<file path="src/rtl/branch_flush_ctrl.sv">
// -----------------------------------------------------------------------------
// branch_flush_ctrl
//
// Branch resolution and pipeline-redirect controller sitting beside EX.
// Owns the architectural NZCV flag register and decides whether the branch in
// EX is taken. A taken branch redirects the PC for one cycle and squashes the
// wrong-path instructions for FLUSH_CYCLES cycles. It also keeps a saturating
// count of taken branches.
//
// Parameters:
//   PC_W          width of PC / branch target
//   FLUSH_CYCLES  squash cycles after a taken branch (1..7)
//   CNT_W         width of the taken-branch counter
//
// Ports:
//   clk           rising-edge clock
//   rst           synchronous active-high reset
//   mem_stall     global freeze; every register holds
//   set_flags_ex  EX instruction writes NZCV
//   alu_neg/ovf/cout/zero  ALU flags from EX
//   br_valid      branch present in EX
//   br_type       00 B, 01 CBZ, 10 B.LT, 11 reserved
//   br_target     target of the EX branch
//   pc_sel        select redirect target at PC mux (first FLUSH cycle only)
//   pc_target     registered redirect target
//   flush_if_id   squash IF/ID
//   flush_id_ex   squash ID/EX
//   flags_q       {N,Z,C,V}
//   busy          high while in FLUSH
//   taken_cnt     saturating taken-branch count
// -----------------------------------------------------------------------------
module branch_flush_ctrl #(
    parameter int PC_W         = 64,
    parameter int FLUSH_CYCLES = 2,
    parameter int CNT_W        = 32
) (
    input  logic             clk,
    input  logic             rst,
    input  logic             mem_stall,
    input  logic             set_flags_ex,
    input  logic             alu_neg,
    input  logic             alu_ovf,
    input  logic             alu_cout,
    input  logic             alu_zero,
    input  logic             br_valid,
    input  logic [1:0]       br_type,
    input  logic [PC_W-1:0]  br_target,
    output logic             pc_sel,
    output logic [PC_W-1:0]  pc_target,
    output logic             flush_if_id,
    output logic             flush_id_ex,
    output logic [3:0]       flags_q,
    output logic             busy,
    output logic [CNT_W-1:0] taken_cnt
);

    typedef enum logic {
        S_IDLE,
        S_FLUSH
    } state_t;

    typedef enum logic [1:0] {
        BR_B    = 2'b00,
        BR_CBZ  = 2'b01,
        BR_LT   = 2'b10,
        BR_RSVD = 2'b11
    } br_type_t;

    localparam logic [2:0] CNT_INIT = 3'(FLUSH_CYCLES - 1);

    state_t           r_state;
    logic [2:0]       r_cnt;
    logic             r_pc_sel;      // doubles as the "first FLUSH cycle" flag
    logic [PC_W-1:0]  r_pc_target;
    logic             r_flush;
    logic             r_busy;
    logic [3:0]       r_flags;
    logic [CNT_W-1:0] r_taken_cnt;

    logic             w_cond;
    logic             w_take;

    // Take decision. B.LT looks only at the registered flags, so a flag write
    // in the same cycle does not affect the branch alongside it.
    always_comb begin
        // NOTE: default first so every path assigns w_cond and no latch is inferred.
        w_cond = 1'b0;
        case (br_type)
            BR_B:    w_cond = 1'b1;
            BR_CBZ:  w_cond = alu_zero;
            BR_LT:   w_cond = r_flags[3] ^ r_flags[0];
            default: w_cond = 1'b0;
        endcase
    end

    assign w_take = br_valid & w_cond;

    always_ff @(posedge clk) begin
        if (rst) begin
            r_state     <= S_IDLE;
            r_cnt       <= '0;
            r_pc_sel    <= 1'b0;
            r_pc_target <= '0;
            r_flush     <= 1'b0;
            r_busy      <= 1'b0;
            r_flags     <= '0;
            r_taken_cnt <= '0;
        end else if (!mem_stall) begin
            // NOTE: non-blocking everywhere here, so every register samples the
            // pre-edge values (B.LT therefore sees the old flags).
            if (set_flags_ex) begin
                r_flags <= {alu_neg, alu_zero, alu_cout, alu_ovf};
            end

            case (r_state)
                S_IDLE: begin
                    if (w_take) begin
                        r_state     <= S_FLUSH;
                        r_cnt       <= CNT_INIT;
                        r_pc_sel    <= 1'b1;
                        r_pc_target <= br_target;
                        r_flush     <= 1'b1;
                        r_busy      <= 1'b1;
                        if (r_taken_cnt != {CNT_W{1'b1}}) begin
                            r_taken_cnt <= r_taken_cnt + 1'b1;
                        end
                    end
                end
                S_FLUSH: begin
                    // Branches seen here are wrong-path and ignored.
                    r_pc_sel <= 1'b0;
                    if (r_cnt == 3'd0) begin
                        r_state <= S_IDLE;
                        r_flush <= 1'b0;
                        r_busy  <= 1'b0;
                    end else begin
                        r_cnt <= r_cnt - 3'd1;
                    end
                end
                default: r_state <= S_IDLE;
            endcase
        end
    end

    assign pc_sel      = r_pc_sel;
    assign pc_target   = r_pc_target;
    assign flush_if_id = r_flush;
    assign flush_id_ex = r_flush;
    assign busy        = r_busy;
    assign flags_q     = r_flags;
    assign taken_cnt   = r_taken_cnt;

endmodule

</file>
<file path="config.mk">
export PLATFORM = sky130hd
export DESIGN_NAME = branch_flush_ctrl
export DESIGN_NICKNAME = d
export VERILOG_FILES = /design/src/rtl/branch_flush_ctrl.sv
export SDC_FILE = /design/constraint.sdc
export NUM_CORES = 1
export LEC_CHECK = 0
export CAP_MARGIN = 20
export CORE_ASPECT_RATIO = 0.6
export CORE_MARGIN = 2
export CORE_UTILIZATION = 42
export DETAILED_ROUTE_END_ITERATION = 7
export PLACE_DENSITY = 0.79
export SLEW_MARGIN = 5
export SYNTH_ARGS = -nofsm -noshare
export SYNTH_HDL_FRONTEND = slang
export SYNTH_SLANG_ARGS = --single-unit
</file>
<file path="constraint.sdc">
create_clock -name clk -period 2.28 [get_ports clk]
set_input_delay 0.342 -clock clk [delete_from_list [all_inputs] [get_ports clk]]
set_output_delay 0.342 -clock clk [all_outputs]
set_load 0.05 [all_outputs]
</file>
## Word level (Yosys, flattened, before mapping)

Index checks and enable logic that the tools add are counted.

- Input port bits: 75
- Register bits after elaboration: 106
- Output and inout bits: 104

- Bitwise gates (word level): 4
- Equality and inequality tests: 6
- Reductions and logical operators: 8
- Multiplexer cells: 11
- Add/subtract/negate cells: 2

Operators with widths:

| kind | number |
|---|---|
| $add A32 B1 Y32 const B | 1 |
| $ne A32 B32 Y1 const B | 1 |
| $reduce_and A3 Y1 | 3 |
| $mux W3 | 2 |
| $pmux W1 S2 | 3 |
| $pmux W3 S2 | 1 |
| $mux W1 | 4 |
| $ne A2 B2 Y1 const B | 2 |
| $reduce_and A2 Y1 | 2 |
| $reduce_and A4 Y1 | 1 |
| $logic_not A3 Y1 | 1 |
| $pmux W1 S3 | 1 |
| $sub A3 B1 Y3 const B | 1 |
| $eq A2 B1 Y1 const B | 1 |
| $eq A2 B2 Y1 const B | 1 |
| $logic_not A2 Y1 | 1 |
| $ne A2 B1 Y1 const B | 1 |
| $not A1 Y1 | 2 |
| $and A1 B1 Y1 | 1 |
| $xor A1 B1 Y1 | 1 |

## Depth between registers and ports, before layout

Gate-level depths: netlist of run 1.

- Depth in word-level cells: 5
- Gate-level depth with buffers: 8
- Depth with buffers taken out: 7

## Worst setup path after synthesis of run 1

No wires, ideal clock.

- Kind: register -> register
- Start: register r_taken_cnt[0] (netlist: taken_cnt[0])
- End: register r_taken_cnt[1] (netlist: taken_cnt[1])
- Setup time: 70 ps
- Cell stages (with the launch flop): 9
- Slack: -266 ps
- Arrival: 2476 ps
- Path through: dfxtp_1 -> ha_1 -> nand4_1 -> nor4_1 -> nor3b_2 -> buf_4 -> buf_4 -> o21ai_0 -> a21oi_1

- Cells in the longest elaborated chain, start to end: 2
- Elaborated cells on any way between the ends: 3
- Classes of those cells: add/sub (1); eq/ne (1); reduce/logical (1)

Ends and longest elaborated chain:

| item | RTL line | source |
|---|---|---|
| from (decl) | 78 | `logic [CNT_W-1:0] r_taken_cnt;` |
| from (signal assigned) | 125 | `r_taken_cnt <= r_taken_cnt + 1'b1;` |
| branches (longest 2 deep; another with $add A32 B1 Y32) | n/a |  |

Parallel ways; which one is timed is not known.
A chain may end at the register's enable or synchronous reset.

## Worst setup path after layout of run 1

- Start: register r_taken_cnt[0] (netlist: taken_cnt[0])
- End: register r_taken_cnt[3] (netlist: taken_cnt[3])

Same word-level chain as after synthesis.

==> results of run 1 <==
## power by group
part | internal, uW | total (uW) | switching (uW)
sequential | 1890 | 1920 | 26.3
combinational | 248 | 565 | 317
clock | 984 | 1700 | 714
## cell type report
cell class                 count  area (sq um)  share of cell area (%)
sequential                   106          2140                    31.8
clock inverter                 7           106                    1.58
timing repair buffer         206          2020                    30.0
multi-input combinational    380          2050                    30.4
inverter                       8          30.0                   0.446
tap                          135           169                    2.51
clock buffer                   9           225                    3.34
## final timing paths
check | start | to | slack, ps | cells past startpoint
setup / recovery | taken_cnt[0] | taken_cnt[3] | 60 | 8
setup reg to reg | taken_cnt[0] | taken_cnt[3] | 60 | 8
hold / removal | rst | taken_cnt[30] | 420 | 2
hold reg to reg | pc_target[43] | pc_target[43] | 460 | 2
## flip-flops by register name (all words and copies together) (netlist names)
name	flops
r_state	1
pc_sel	1
taken_cnt	32
pc_target	64
busy	1
flags_q	4
r_cnt	3
## synthesized netlist by cell type, types with 3 or more instances
cell        n
nand4_1     8
or3_1       8
nand2_1   138
buf_2       6
nor4_1      7
inv_1       7
nor2b_1     8
clkbuf_1   24
mux2i_1     6
nor2_1     19
or2_2       5
mux2_2      6
nand3_1    14
or4_1      11
o41ai_1     7
buf_4       4
o21ai_0    11
dfxtp_1   106
o31ai_1    11
ha_1        3
o311ai_0    6
a21oi_1    87
## kinds of logic (layout without fill, tap and decap cells)
family	count (synthesis)	count (layout)	synth area share, %
AND/OR/NAND/NOR	235	235	25.2
AO/OA/AOI/OAI	128	128	17.4
flip-flops	106	106	48.8
buffers and inverters	44	230	4.32
multiplexers	12	12	2.94
adder cells (fa/ha/maj)	3	3	0.864
XOR/XNOR	2	2	0.403
## worst register-to-register path, stage by stage, from the launching register on
cell and delay, ps:
dfxtp_2 380, ha_1 200, nand4_1 170, nor4_2 480
nor3b_2 250, buf_4 240, buf_4 190, or4_1 120
a21oi_1 60
## repair_timing
action                                  in CTS  in global routing
resized for setup                            0                  6
endpoints found under the setup margin       0                 23
buffers inserted                             0                  2
## routing by layer
metal	vias up	share of wire (%)	GRT usage, %
met5	-	0	0
met3	14	9.2	8.44
li1	2211	-	-
met4	0	1.2	6.25
met1	2088	44	27.0
met2	153	46	36.2
## stage by stage
step                      power, uW  setup TNS, ps  util [%]  hold WS, ps  instance area [sq um]
after floorplan                2260           -299         -          476                   4360
after global routing           4350           -774      67.7          438                   6740
after global placement         2520          -4130      64.1          441                   6370
after detailed placement       2530          -9000      64.1          447                   6370
final                          4180              0      67.7          421                   6740
after CTS                      4240              0      67.4          418                   6710
==> flow_summary.yaml, run 1 <==
outcome:
  status: "complete, no violations"
clock_network:
  clock-sinks: 106
  cts_max_level: 3
  cts_hold_buf: 0
  clk_latency_ps: 340
  clock_path_buffers: 2
  cts_made_buffers: 9
  clkSlewWorstSetupHoldPaths_ps: 70
  clockRootBuffer: "clkbuf_16"
  cts_tree: "done"
die:
  dieArea_sq_um: 11200
  row_count: 28
  fp.dieW_microns: 135
  initial_core_util_pct: 43.7
  boundaryPins: 179
  coreArea_sq_um: 9950
  die_h_microns: 82.8
detailed_routing:
  wl_per_cell_microns: 14.7
  drt-vias-per-instance: 5.25
  drc: 0
  first_pass_iters: 5
  vias: 4466
  ant_nets: 0
  initialDrtViolationCount: 250
  routed_wl_microns: 12500
setup_path:
  worst_setup_path_end_kind: "register"
  worst-path-buf-inv: 2
  max_stage_delay_ps: 480
  critical_path.top_delay_family: "simple AND/OR/NAND/NOR gates"
  worst_ep_arrival_time_ps: 2430
  path_class: "reg2reg"
  crit_slowest_cell: "nor4_2"
  worst-endpoint-required_ps: 2490
  cp_common_cell: "buf_4"
  crit_chain: "ha_1 -> nand4_1 -> nor4_2 -> nor3b_2 -> buf_4 -> buf_4 -> or4_1 -> a21oi_1"
  start_kind: "register"
  crit_fanout: 18
sta:
  slew_headroom_pct: 62.8
  slew_viol_final: 0
  rsz0062_at_grt: "true"
  tightestPinTransition_ps: 556
  skew_ps: 7.23
  min_period_ps: 2220
  setup_ws_ps: 60.4
  hold_viol: 0
  clock.fmax_mhz: 451
  min_period_over_period_pct: 97.4
  finalSetupViolCount: 0
grt:
  grt_overflow: 0
  antenna_found_initial: 0
  grt_max_degree: 60
  grt_pass1_vias: 4150
  track_usage_pct: 21.9
  grt_first_pass_wirelength_microns: 19400
synth:
  avgSynthCellArea_sq_um: 8.20
  yosysWarnings: 0
  synth.net_count: 608
  synth-edff-count: 0
  ys_ff_latch: 106
  syn_area_sq_um: 4350
  synth_area_leader_cell: "dfxtp_1"
  synthTopCellsByArea: "dfxtp_1 49%, nand2_1 12%, a21oi_1 10%, clkbuf_1 2.1%, o31ai_1 1.9%"
  synthArstFlopShare_pct: 0
  seq_area_frac_synth_pct: 48.8
  synth_cell_type_count: 44
  ys.flop_type: "dfxtp_1"
  syn_inst: 530
  yosysTopAreaCellShare_pct: 48.8
place:
  dp_worst_setup_slack_ps: -318
  io_buffers: 178
  dp_cells: 833
  place_congestion: 0.807
  dp_hpwl_microns: 8880
cells_and_area:
  antenna_cells: 0
  nNetsFinal: 789
  layout_commonest_cell: "clkdlybuf4s50_1"
  stdcell_count: 851
  fill_cells: 798
  syn2layout_area_growth_pct: 55.1
  final_cell_mix: "177 x clkdlybuf4s50_1, 138 x nand2_1, 92 x dfxtp_1, 87 x a21oi_1, 26 x buf_4"
  drive_gt1_share_pct: 11.0
power:
  powerDensity_nw_per_um2: 621
  ir_worst_vdd_mv: 0.412
  leakagePower_uw: 0.00226
worst_hold_path:
  min_path_type: "in2reg"
flow_run:
  drv_cap: 0
(Power assumes the default switching activity.)
==> inputs of run 2 (changes only) <==
ABC_AREA = 1   (was unset)
PLACE_DENSITY = 0.76   (was 0.79)
==> run 2 against run 1 <==
  * Wire length is 21% higher
  * Utilization is 4.7 points lower
  * Power grew 2.4%
  * Clock-buffer cell count is the same
  * Worst hold slack improved by 11 ps
  * Synthesized cell count is 31% higher
  * First-iteration DRC count up 32%
  * Register-to-register slack improved by 200 ps
  * Critical path type is now reg2out
  * Setup slack better by 150 ps
  * Clock power is essentially flat
  * Via count is 14% higher
  * Highest routed layer unchanged
==> flow_summary.yaml, run 2 <==
setup_path:
  start_kind: "register"
  crit_slowest_cell: "clkdlybuf4s50_1"
  max_stage_delay_ps: 870
  worst-path-buf-inv: 1
  crit_chain: "clkdlybuf4s50_1"
  worst_ep_arrival_time_ps: 1730
  path_class: "reg2out"
  critical_path.top_delay_family: "buffers and inverters"
  worst-endpoint-required_ps: 1940
  crit_fanout: 5
  worst_setup_path_end_kind: "output pin"
die:
  fp.dieW_microns: 143
  coreArea_sq_um: 11300
  initial_core_util_pct: 43.3
  die_h_microns: 87.7
  boundaryPins: 179
  dieArea_sq_um: 12600
  row_count: 30
cells_and_area:
  nNetsFinal: 939
  largest_reg_flops: 64
  final_cell_area_sq_um: 7140
  drive_gt1_share_pct: 9.01
  final_cell_mix: "275 x nand2_1, 177 x clkdlybuf4s50_1, 106 x dfxtp_1, 83 x a21oi_1, 64 x nor2_1"
  syn2layout_area_growth_pct: 45.6
  antenna_cells: 0
  layout_commonest_cell: "nand2_1"
place:
  place_congestion: 0.952
  dp_hpwl_microns: 11300
  dp_worst_setup_slack_ps: 162
  post_dp_cell_area_sq_um: 6810
  io_buffers: 178
grt:
  track_usage_pct: 23.7
  grt_first_pass_wirelength_microns: 23600
  grt_overflow: 0
  antenna_found_initial: 0
  grt_max_degree: 54
  grt_pass1_vias: 4653
sta:
  tightestPinTransition_ps: 543
  fin_setup_tns_ps: 0
  rsz0062_at_grt: "false"
  skew_ps: 7.55
  slew_headroom_pct: 63.7
  hold_viol: 0
  clock.fmax_mhz: 482
  slew_viol_final: 0
  min_period_ps: 2070
  finalSetupViolCount: 0
  setup_ws_ps: 207
  min_period_over_period_pct: 90.9
power:
  p_sw_uw: 1150
  intPower_uw: 3140
  switching_share_pct: 26.7
  clockPowerShare_pct: 39.7
  pwr-share-comb_pct: 15.1
  p_seq_share_pct: 45.2
  ir_worst_vdd_mv: 0.411
  powerDensity_nw_per_um2: 600
  leakagePower_uw: 0.00243
detailed_routing:
  routed_wl_microns: 15100
  drc: 0
  first_pass_iters: 5
  initialDrtViolationCount: 329
  vias: 5081
  wl_per_cell_microns: 14.7
  ant_nets: 0
  drt-vias-per-instance: 4.95
clock_network:
  clockRootBuffer: "clkbuf_16"
  cts_made_buffers: 9
  clk_latency_ps: 340
  cts_max_level: 3
  clock-sinks: 106
  cts_setup_buffers: 0
  cts_tree: "done"
  cts_hold_buf: 0
  clkSlewWorstSetupHoldPaths_ps: 70
  clock_path_buffers: 2
  post_cts_resized: 0
synth:
  ys_ff_latch: 106
  yosysWarnings: 0
  ys_top_cells_by_count: "275 x nand2_1, 106 x dfxtp_1, 83 x a21oi_1"
  seq_area_frac_synth_pct: 43.3
  synth.net_count: 771
  yosysMostFrequentCell: "nand2_1"
  synthArstFlopShare_pct: 0
  yosysTopAreaCellShare_pct: 43.3
  synth-edff-count: 0
  ys.flop_type: "dfxtp_1"
  avgSynthCellArea_sq_um: 7.08
  synth_area_leader_cell: "dfxtp_1"
  synth_cell_type_count: 31
  syn_area_sq_um: 4900
  synthTopCellsByArea: "dfxtp_1 43%, nand2_1 21%, a21oi_1 8.5%, nor2_1 4.9%, a21oi_2 3.4%"
  syn_inst: 693
worst_hold_path:
  min_path_type: "in2reg"
outcome:
  status: "complete, no violations"
flow_run:
  drv_cap: 0
[run 2: power groups by stage]
stage               clock (uW)  sequential [uW]  combinational (uW)
global placement             0             1970                 637
floorplan                    0             2150                 188
CTS                       1750             1940                 649
finish                    1700             1940                 647
detailed placement           0             1980                 647
global route              1820             1940                 690
[run 2: worst paths after layout]
| path | startpoint | endpoint | slack, ps | cells after the start |
|---|---|---|---|---|
| min | rst | taken_cnt[25] | 430 | 2 |
| min reg2reg | r_cnt[1] | r_cnt[1] | 460 | 2 |
| max | taken_cnt[5] | taken_cnt[5] | 210 | 1 |
| max reg2reg | taken_cnt[1] | taken_cnt[4] | 260 | 10 |
[run 2: worst reg2reg max path, delay by kind of cell (launching register included)]
kind            cells  cell delay, ps
simple gates        6             830
fa+ha+maj           1             280
buf+inv             2             260
flops               1             420
compound gates      1             140
[run 2: cell type report]
type	instances	area [sq um]
well taps	160	200
inverters	23	88.8
clock buffers	9	225
flip-flops and latches	106	2120
multi-input cells	531	2510
repair buffers	190	1890
fillers	1017	4200
clock inverters	7	100
[run 2: metrics by stage]
stage                     hold slack [ps]  cells  utilization (%)  total power (uW)
after floorplan                       441    693                -              2340
after global placement                452   1010             60.1              2610
after detailed placement              454   1010             60.1              2620
after CTS                             425   1026             63.0              4330
after global routing                  429   1026             63.0              4460
final                                 432   1026             63.0              4280
[run 2: kinds of logic (layout without fill, tap and decap cells)]
group                      count (synthesis)  count (layout)  share of synthesized area [%]
buffers and inverters                     56             229                           5.66
AOI/OAI and AO/OA                        113             113                           13.0
and+or+nand+nor                          403             403                           35.1
xor gates and xnor gates                  12              12                           2.14
adders and majority gates                  3               3                          0.766
DFF                                      106             106                           43.3
[run 2: layer usage]
layer | routed length, microns | track usage (%)
met1 | 7020 | 34.2
met2 | 6570 | 35.8
met3 | 1400 | 7.05
met4 | 89 | 4.19
met5 | 0 | 0
